### config.mk
export PLATFORM = sky130hd
export DESIGN_NAME = buzzer_sched_flat
export DESIGN_NICKNAME = d
export VERILOG_FILES = /design/src/rtl/buzzer_sched_if.sv /design/src/rtl/buzzer_sched.sv /design/src/flat_wrapper.sv
export SDC_FILE = /design/constraint.sdc
export NUM_CORES = 1
export LEC_CHECK = 0
export BUFFER_PORTS_ARGS = -buffer_cell sky130_fd_sc_hd__buf_2
export CAP_MARGIN = 20
export CORE_ASPECT_RATIO = 0.5
export CORE_MARGIN = 2
export CORE_UTILIZATION = 62
export DETAILED_ROUTE_END_ITERATION = 6
export PLACE_DENSITY_LB_ADDON = 0.08
export SKIP_CTS_REPAIR_TIMING = 1
export SLEW_MARGIN = 10
export SYNTH_ARGS = -nofsm -noshare
export SYNTH_HDL_FRONTEND = slang
export SYNTH_SLANG_ARGS = --single-unit
### constraint.sdc
create_clock -name i_clk -period 6.8 [get_ports i_clk]
set_input_delay 1.36 -clock i_clk [delete_from_list [all_inputs] [get_ports i_clk]]
set_output_delay 1.36 -clock i_clk [all_outputs]
set_load 0.01 [all_outputs]
### src/rtl/buzzer_sched_if.sv
// buzzer_sched_if: requester/tone-generator bundle for buzzer_sched.
//   req       [2:0]  request per requester (2 = alarm, 1 = key-click, 0 = melody)
//   note      [14:0] packed 5-bit note codes, requester i at [5i+4:5i]
//   beats     [11:0] packed 4-bit durations, requester i at [4i+3:4i]
//   ack       [2:0]  one-cycle pulse: request accepted, note/beats captured
//   grant     [2:0]  one-hot, currently sounding requester
//   done      [2:0]  one-cycle pulse: note completed normally
//   abort     [2:0]  one-cycle pulse: note preempted
//   tone_code [4:0]  code to the tone generator, 0 = silence
//   busy             scheduler is playing a note or its gap
// master = requester side, slave = scheduler side.
interface buzzer_sched_if;
  logic [2:0]  req;
  logic [14:0] note;
  logic [11:0] beats;
  logic [2:0]  ack;
  logic [2:0]  grant;
  logic [2:0]  done;
  logic [2:0]  abort;
  logic [4:0]  tone_code;
  logic        busy;

  modport master (output req, note, beats,
                  input  ack, grant, done, abort, tone_code, busy);
  modport slave  (input  req, note, beats,
                  output ack, grant, done, abort, tone_code, busy);
endinterface

### src/rtl/buzzer_sched.sv
// buzzer_sched: fixed-priority scheduler sharing one buzzer tone generator
// among three requesters (melody, key-click, alarm). Grants one requester,
// plays its note for max(beats,1) beats of BEAT_DIV cycles, then inserts a
// silent gap of GAP_CYC cycles. All outputs are registered.
//   i_clk  system clock, rising edge
//   i_rst  synchronous active-high reset
//   bus    buzzer_sched_if.slave (req/note/beats in; ack/grant/done/abort/
//          tone_code/busy out)
// Optional feature: define BUZZER_PREEMPT_EN to let a higher-priority request
// preempt a playing note (abort pulse, immediate switch, no gap). Without it
// abort stays 0 and the scheduler is strictly non-preemptive.
module buzzer_sched #(
  parameter int BEAT_DIV = 12500000,
  parameter int GAP_CYC  = 1000000
) (
  input  logic           i_clk,
  input  logic           i_rst,
  buzzer_sched_if.slave  bus
);
  localparam int CW = (BEAT_DIV > 1) ? $clog2(BEAT_DIV) : 1;
  localparam int GW = (GAP_CYC > 1) ? $clog2(GAP_CYC) : 1;
  localparam logic [CW-1:0] CYC_LD = CW'(BEAT_DIV - 1);
  localparam logic [GW-1:0] GAP_LD = GW'((GAP_CYC > 0) ? GAP_CYC - 1 : 0);
  localparam logic [4:0] NOTE_MAX = 5'd21;

  typedef enum logic [1:0] {IDLE, PLAY, GAP} state_t;

  state_t          r_state, w_state_nxt;
  logic [1:0]      r_cur, w_cur_nxt, w_hi;
  logic [3:0]      r_beats, w_beats_nxt;
  logic [CW-1:0]   r_cyc, w_cyc_nxt;
  logic [GW-1:0]   r_gap, w_gap_nxt;
  logic [2:0]      r_ack, w_ack_nxt;
  logic [2:0]      r_grant, w_grant_nxt;
  logic [2:0]      r_done, w_done_nxt;
  logic [2:0]      r_abort, w_abort_nxt;
  logic [4:0]      r_tone, w_tone_nxt;
  logic            r_busy, w_busy_nxt;
  logic            w_load;
  logic [2:0][4:0] w_notes;
  logic [2:0][3:0] w_beats;
  logic [4:0]      w_note_sel;
  logic [3:0]      w_beats_sel;

  assign w_notes     = bus.note;
  assign w_beats     = bus.beats;
  assign w_note_sel  = w_notes[w_hi];
  assign w_beats_sel = w_beats[w_hi];

  // Highest set request index; only meaningful when req != 0.
  always_comb begin
    w_hi = 2'd0;
    if (bus.req[2])      w_hi = 2'd2;
    else if (bus.req[1]) w_hi = 2'd1;
  end

  always_comb begin
    w_state_nxt = r_state;
    w_cur_nxt   = r_cur;
    w_beats_nxt = r_beats;
    w_cyc_nxt   = r_cyc;
    w_gap_nxt   = r_gap;
    w_ack_nxt   = '0;
    w_done_nxt  = '0;
    w_abort_nxt = '0;
    w_grant_nxt = r_grant;
    w_tone_nxt  = r_tone;
    w_load      = 1'b0;

    case (r_state)
      IDLE: if (bus.req != 3'b000) w_load = 1'b1;
      PLAY: begin
`ifdef BUZZER_PREEMPT_EN
        // Preemption wins over a same-cycle last-beat completion.
        if (bus.req != 3'b000 && w_hi > r_cur) begin
          w_load             = 1'b1;
          w_abort_nxt[r_cur] = 1'b1;
        end else begin
`else
        begin
`endif
          if (r_cyc == '0) begin
            if (r_beats <= 4'd1) begin
              w_done_nxt[r_cur] = 1'b1;
              w_grant_nxt       = '0;
              w_tone_nxt        = '0;
              w_gap_nxt         = GAP_LD;
              w_state_nxt       = (GAP_CYC == 0) ? IDLE : GAP;
            end else begin
              w_beats_nxt = r_beats - 4'd1;
              w_cyc_nxt   = CYC_LD;
            end
          end else begin
            w_cyc_nxt = r_cyc - 1'b1;
          end
        end
      end
      GAP: begin
        if (r_gap == '0) w_state_nxt = IDLE;
        else             w_gap_nxt   = r_gap - 1'b1;
      end
      default: w_state_nxt = IDLE;
    endcase

    // Accept the highest-priority request: capture note/beats, restart timing.
    if (w_load) begin
      w_state_nxt      = PLAY;
      w_cur_nxt        = w_hi;
      w_ack_nxt[w_hi]  = 1'b1;
      w_grant_nxt      = 3'b001 << w_hi;
      w_tone_nxt       = (w_note_sel > NOTE_MAX) ? 5'd0 : w_note_sel;
      w_beats_nxt      = (w_beats_sel == 4'd0) ? 4'd1 : w_beats_sel;
      w_cyc_nxt        = CYC_LD;
    end

    w_busy_nxt = (w_state_nxt != IDLE);
  end

  always_ff @(posedge i_clk) begin
    if (i_rst) begin
      r_state <= IDLE;
      r_cur   <= '0;
      r_beats <= '0;
      r_cyc   <= '0;
      r_gap   <= '0;
      r_ack   <= '0;
      r_grant <= '0;
      r_done  <= '0;
      r_abort <= '0;
      r_tone  <= '0;
      r_busy  <= 1'b0;
    end else begin
      r_state <= w_state_nxt;
      r_cur   <= w_cur_nxt;
      r_beats <= w_beats_nxt;
      r_cyc   <= w_cyc_nxt;
      r_gap   <= w_gap_nxt;
      r_ack   <= w_ack_nxt;
      r_grant <= w_grant_nxt;
      r_done  <= w_done_nxt;
      r_abort <= w_abort_nxt;
      r_tone  <= w_tone_nxt;
      r_busy  <= w_busy_nxt;
    end
  end

  assign bus.ack       = r_ack;
  assign bus.grant     = r_grant;
  assign bus.done      = r_done;
  assign bus.abort     = r_abort;
  assign bus.tone_code = r_tone;
  assign bus.busy      = r_busy;
endmodule

### src/flat_wrapper.sv
// flat-port wrapper written by rule: the top's interface ports become plain ports
module buzzer_sched_flat 
#(
  parameter int BEAT_DIV = 12500000,
  parameter int GAP_CYC  = 1000000
)
  (i_clk, i_rst, bus_req, bus_note, bus_beats, bus_ack, bus_grant, bus_done, bus_abort, bus_tone_code, bus_busy);
  buzzer_sched_if bus_i ();
  input  logic i_clk;
  input  logic i_rst;
  input wire logic [$bits(bus_i.req)-1:0] bus_req;
  input wire logic [$bits(bus_i.note)-1:0] bus_note;
  input wire logic [$bits(bus_i.beats)-1:0] bus_beats;
  output wire logic [$bits(bus_i.ack)-1:0] bus_ack;
  output wire logic [$bits(bus_i.grant)-1:0] bus_grant;
  output wire logic [$bits(bus_i.done)-1:0] bus_done;
  output wire logic [$bits(bus_i.abort)-1:0] bus_abort;
  output wire logic [$bits(bus_i.tone_code)-1:0] bus_tone_code;
  output wire logic [$bits(bus_i.busy)-1:0] bus_busy;
  assign bus_i.req = bus_req;
  assign bus_i.note = bus_note;
  assign bus_i.beats = bus_beats;
  assign bus_ack = bus_i.ack;
  assign bus_grant = bus_i.grant;
  assign bus_done = bus_i.done;
  assign bus_abort = bus_i.abort;
  assign bus_tone_code = bus_i.tone_code;
  assign bus_busy = bus_i.busy;
  buzzer_sched #(.BEAT_DIV(BEAT_DIV), .GAP_CYC(GAP_CYC)) u_core (.i_clk(i_clk), .i_rst(i_rst), .bus(bus_i));
endmodule
==> results.md <==
* First DRT Iteration DRCs at between 200 and 300
* Met3 Wirelength at 676 um
* Yosys top cell by area: dfxtp_1
* Worst hold start: u_core.bus.grant[2]$_SDFFE_PP0P_
* Worst slew pin tran at 0.970 ns
* Leakage power at 1.70 nW
* Worst Skew at between 0.004 and 0.005 ns
* # diodes at 0
* Initial Util at about two thirds
* Grt ovf at 0
* Initial antenna violation count at 0
* Vias per cell at ~6.5
* Flop-to-flop setup slack at roughly 3.7 ns
* Startpoint type of the worst setup path: input pin
* FP Rows at 19
* WL met1 at 4.04 mm
* Clock Latency Late Sink at ~0.33 ns
* Number of global-route vias before repair at around 3200
* CP required at around 7 ns
* Die width at approximately 110 um
* WHS Endpoint: u_core.bus.grant[2]$_SDFFE_PP0P_
* Failing checks: DRC
* Clk slew on worst S/H paths at approximately 0.06 ns
* Pin count of the biggest net entering global routing at between 50 and 60
* DP Worst Slack at approximately 3.2 ns
* # clock sinks at 67
* Unrepaired setup endpoints after global routing: no
* TritonRoute pass-1 iters at 7
* Core area at 5610 sq um
* Max Transition Viols Final at 0
* RD Place Congestion at between 0.8 and 0.9
* P&R area growth vs syn at 13.3%
* IO buf count at 46
* Pwr Density at 457 nW/um^2
* Via count at 3474
* Max Freq at around 0.31 GHz
* Syn Area/Cell at approximately 8.6 sq um
* Hold Path Class: reg -> reg
* Setup_tns at 0 ns
* Metal2 WL at roughly 4.3 mm
* FF-to-FF Start: u_core.r_cyc[0]$_SDFFE_PP0P_
* Crit-path max FO at 21
* Worst Slack Setup Final at around 3.5 ns
* Final Hold Fails at 0
* MaxCap Viol Count at 0
* DIE HEIGHT at ~58 um
* Post-Route WL at a little over 9 mm
* Die area at ~6600 sq um
* Fin crit period at 3.27 ns
* CTS max path bufs at 2
* H-tree lvl count at 3
* Nets at 496
* Synth warn at 0
* Top cells by count, synth: 67 x dfxtp_1, 30 x nor2_1, 26 x nand2_1
* Worst r2r dst: u_core.r_gap[17]$_SDFFE_PP0P_
* FF+latch count, synth at 67
* Status: finished with violations
* Inst Count DP at 522
* Fin cells at between 500 and 600
* CTS tree: yes
* Top cell type's share of synthesized area at between 30% and 40%
* First-pass GRT wire length at 15.0 mm
* Crit path DAT at 3.50 ns
* Main flop type after synthesis: dfxtp_1
* Ratio of cells with drive above 1 in the final layout at approximately a fifth
* Residual DRC count at 3
* Num CTS Buffers at 9
* Root buffer cell: clkbuf_16
* Count of different cell masters after synthesis at 66
* Synth area leaders: dfxtp_1 36%, mux2i_1 3.8%, a31oi_1 3.2%
* Top layer used by detailed routing: met4
* Post-DP HPWL at roughly 6.1 mm
* Worst vdd ir at 220 uV
* Top Ports at 50
* Routed Antenna Nets at 0
* Register-to-Register Path Depth at 7
* Asr flop ratio synth at 0%
* Sequential fraction of the synthesis area at between 30% and 40%
* Synthesized instance count at 429
* WHS Path Cells at 1
* Most numerous cell in the Yosys netlist: dfxtp_1
* CP Capture Type: flip-flop
* Critical path class: in -> reg
* WL per Instance at about 17 um
* EDFF count, synth at 0
* Final Setup Violations at 0
* Slew margin rel. at around a third
* Hold WS at 0.445 ns
* Cell Area, Synth at 3670 sq um
* Fin crit share at just under 50%
* Total Routing Usage GR at 28.7%
-- worst max path at each step --
stage	from	to	slack [ns]	depth (start not counted)
after floorplan	bus_req[2]	u_core.r_cyc[13]$_SDFFE_PP0P_	3.92	8
after global placement	bus_req[2]	u_core.r_cyc[13]$_SDFFE_PP0P_	3.33	6
after detailed placement	bus_req[2]	u_core.r_cyc[13]$_SDFFE_PP0P_	3.21	6
after CTS	bus_req[2]	u_core.r_cyc[13]$_SDFFE_PP0P_	3.55	6
after global routing	bus_req[2]	u_core.r_cyc[13]$_SDFFE_PP0P_	3.35	6
final	bus_req[2]	u_core.r_cyc[13]$_SDFFE_PP0P_	3.53	6
-- sequential cells by signal, summed over array words and instances, names as in the netlist --
| signal | count |
|---|---|
| u_core.bus.busy | 1 |
| u_core.bus.done | 3 |
| u_core.r_beats | 4 |
| u_core.bus.tone_code | 5 |
| u_core.bus.ack | 3 |
| u_core.r_gap | 20 |
| u_core.r_cur | 2 |
| u_core.bus.grant | 3 |
| u_core.r_cyc | 24 |
| u_core.r_state | 2 |
-- cell type report --
type | instances | area [sq um]
Fill cell | 435 | 1450
Timing Repair Buffer | 47 | 238
Clock inverter | 7 | 68.8
Sequential cell | 67 | 1340
Tap cell | 73 | 91.3
Multi-Input combinational cell | 317 | 2130
Inverter | 18 | 67.6
Clock buffer | 9 | 225
-- cells by family (layout without fill, tap and decap cells) --
logic type | Yosys count | after routing | share of synthesized area [%]
adders and majority gates | 4 | 4 | 1.36
DFF | 67 | 67 | 36.5
other | 1 | 3 | 0.102
buffers and inverters | 47 | 81 | 5.89
muxes | 19 | 19 | 5.35
AOI/OAI and AO/OA | 122 | 122 | 23.9
xor gates and xnor gates | 6 | 6 | 1.43
and+or+nand+nor | 163 | 163 | 25.4
-- metrics by stage --
step / utilization [%] / cell area, sq um / power, mW
after global routing: 74.2 / 4160 / 2.02
after floorplan: - / 3680 / 1.39
after detailed placement: 69.0 / 3870 / 1.43
after global placement: 69.0 / 3870 / 1.39
after CTS: 74.2 / 4160 / 1.89
final: 74.2 / 4160 / 1.90
-- routing by layer --
metal	track usage [%]	up-vias
met5	0	-
met4	9.93	0
li1	-	1691
met1	36.7	1633
met3	7.31	13
met2	48.6	137
-- cells in the final DEF (no fill, tap or decap), types with 9 or more instances in the layout --
cell type,count
nor3_1,20
or3_1,12
nor4_1,15
dfxtp_1,67
mux2i_1,14
buf_2,46
a21oi_1,15
inv_1,17
nor2_1,30
nand2_1,26
o21ai_0,11
a31oi_1,19
clkbuf_16,9
-- report_power, final --
| group | switching [mW] | leakage (nW) | total, mW | internal, mW |
|---|---|---|---|---|
| clock network | 0.171 | 0.141 | 0.453 | 0.282 |
| registers | 0.101 | 0.549 | 0.594 | 0.492 |
| logic | 0.528 | 1.01 | 0.858 | 0.330 |
-- worst max-delay path, cell delays in order --
cell	delay, ns
buf_2	0.20
nor3_1	0.26
or3_1	0.47
nand2_1	0.58
mux2_2	0.46
o21a_1	0.16
(Power assumes the default switching activity.)
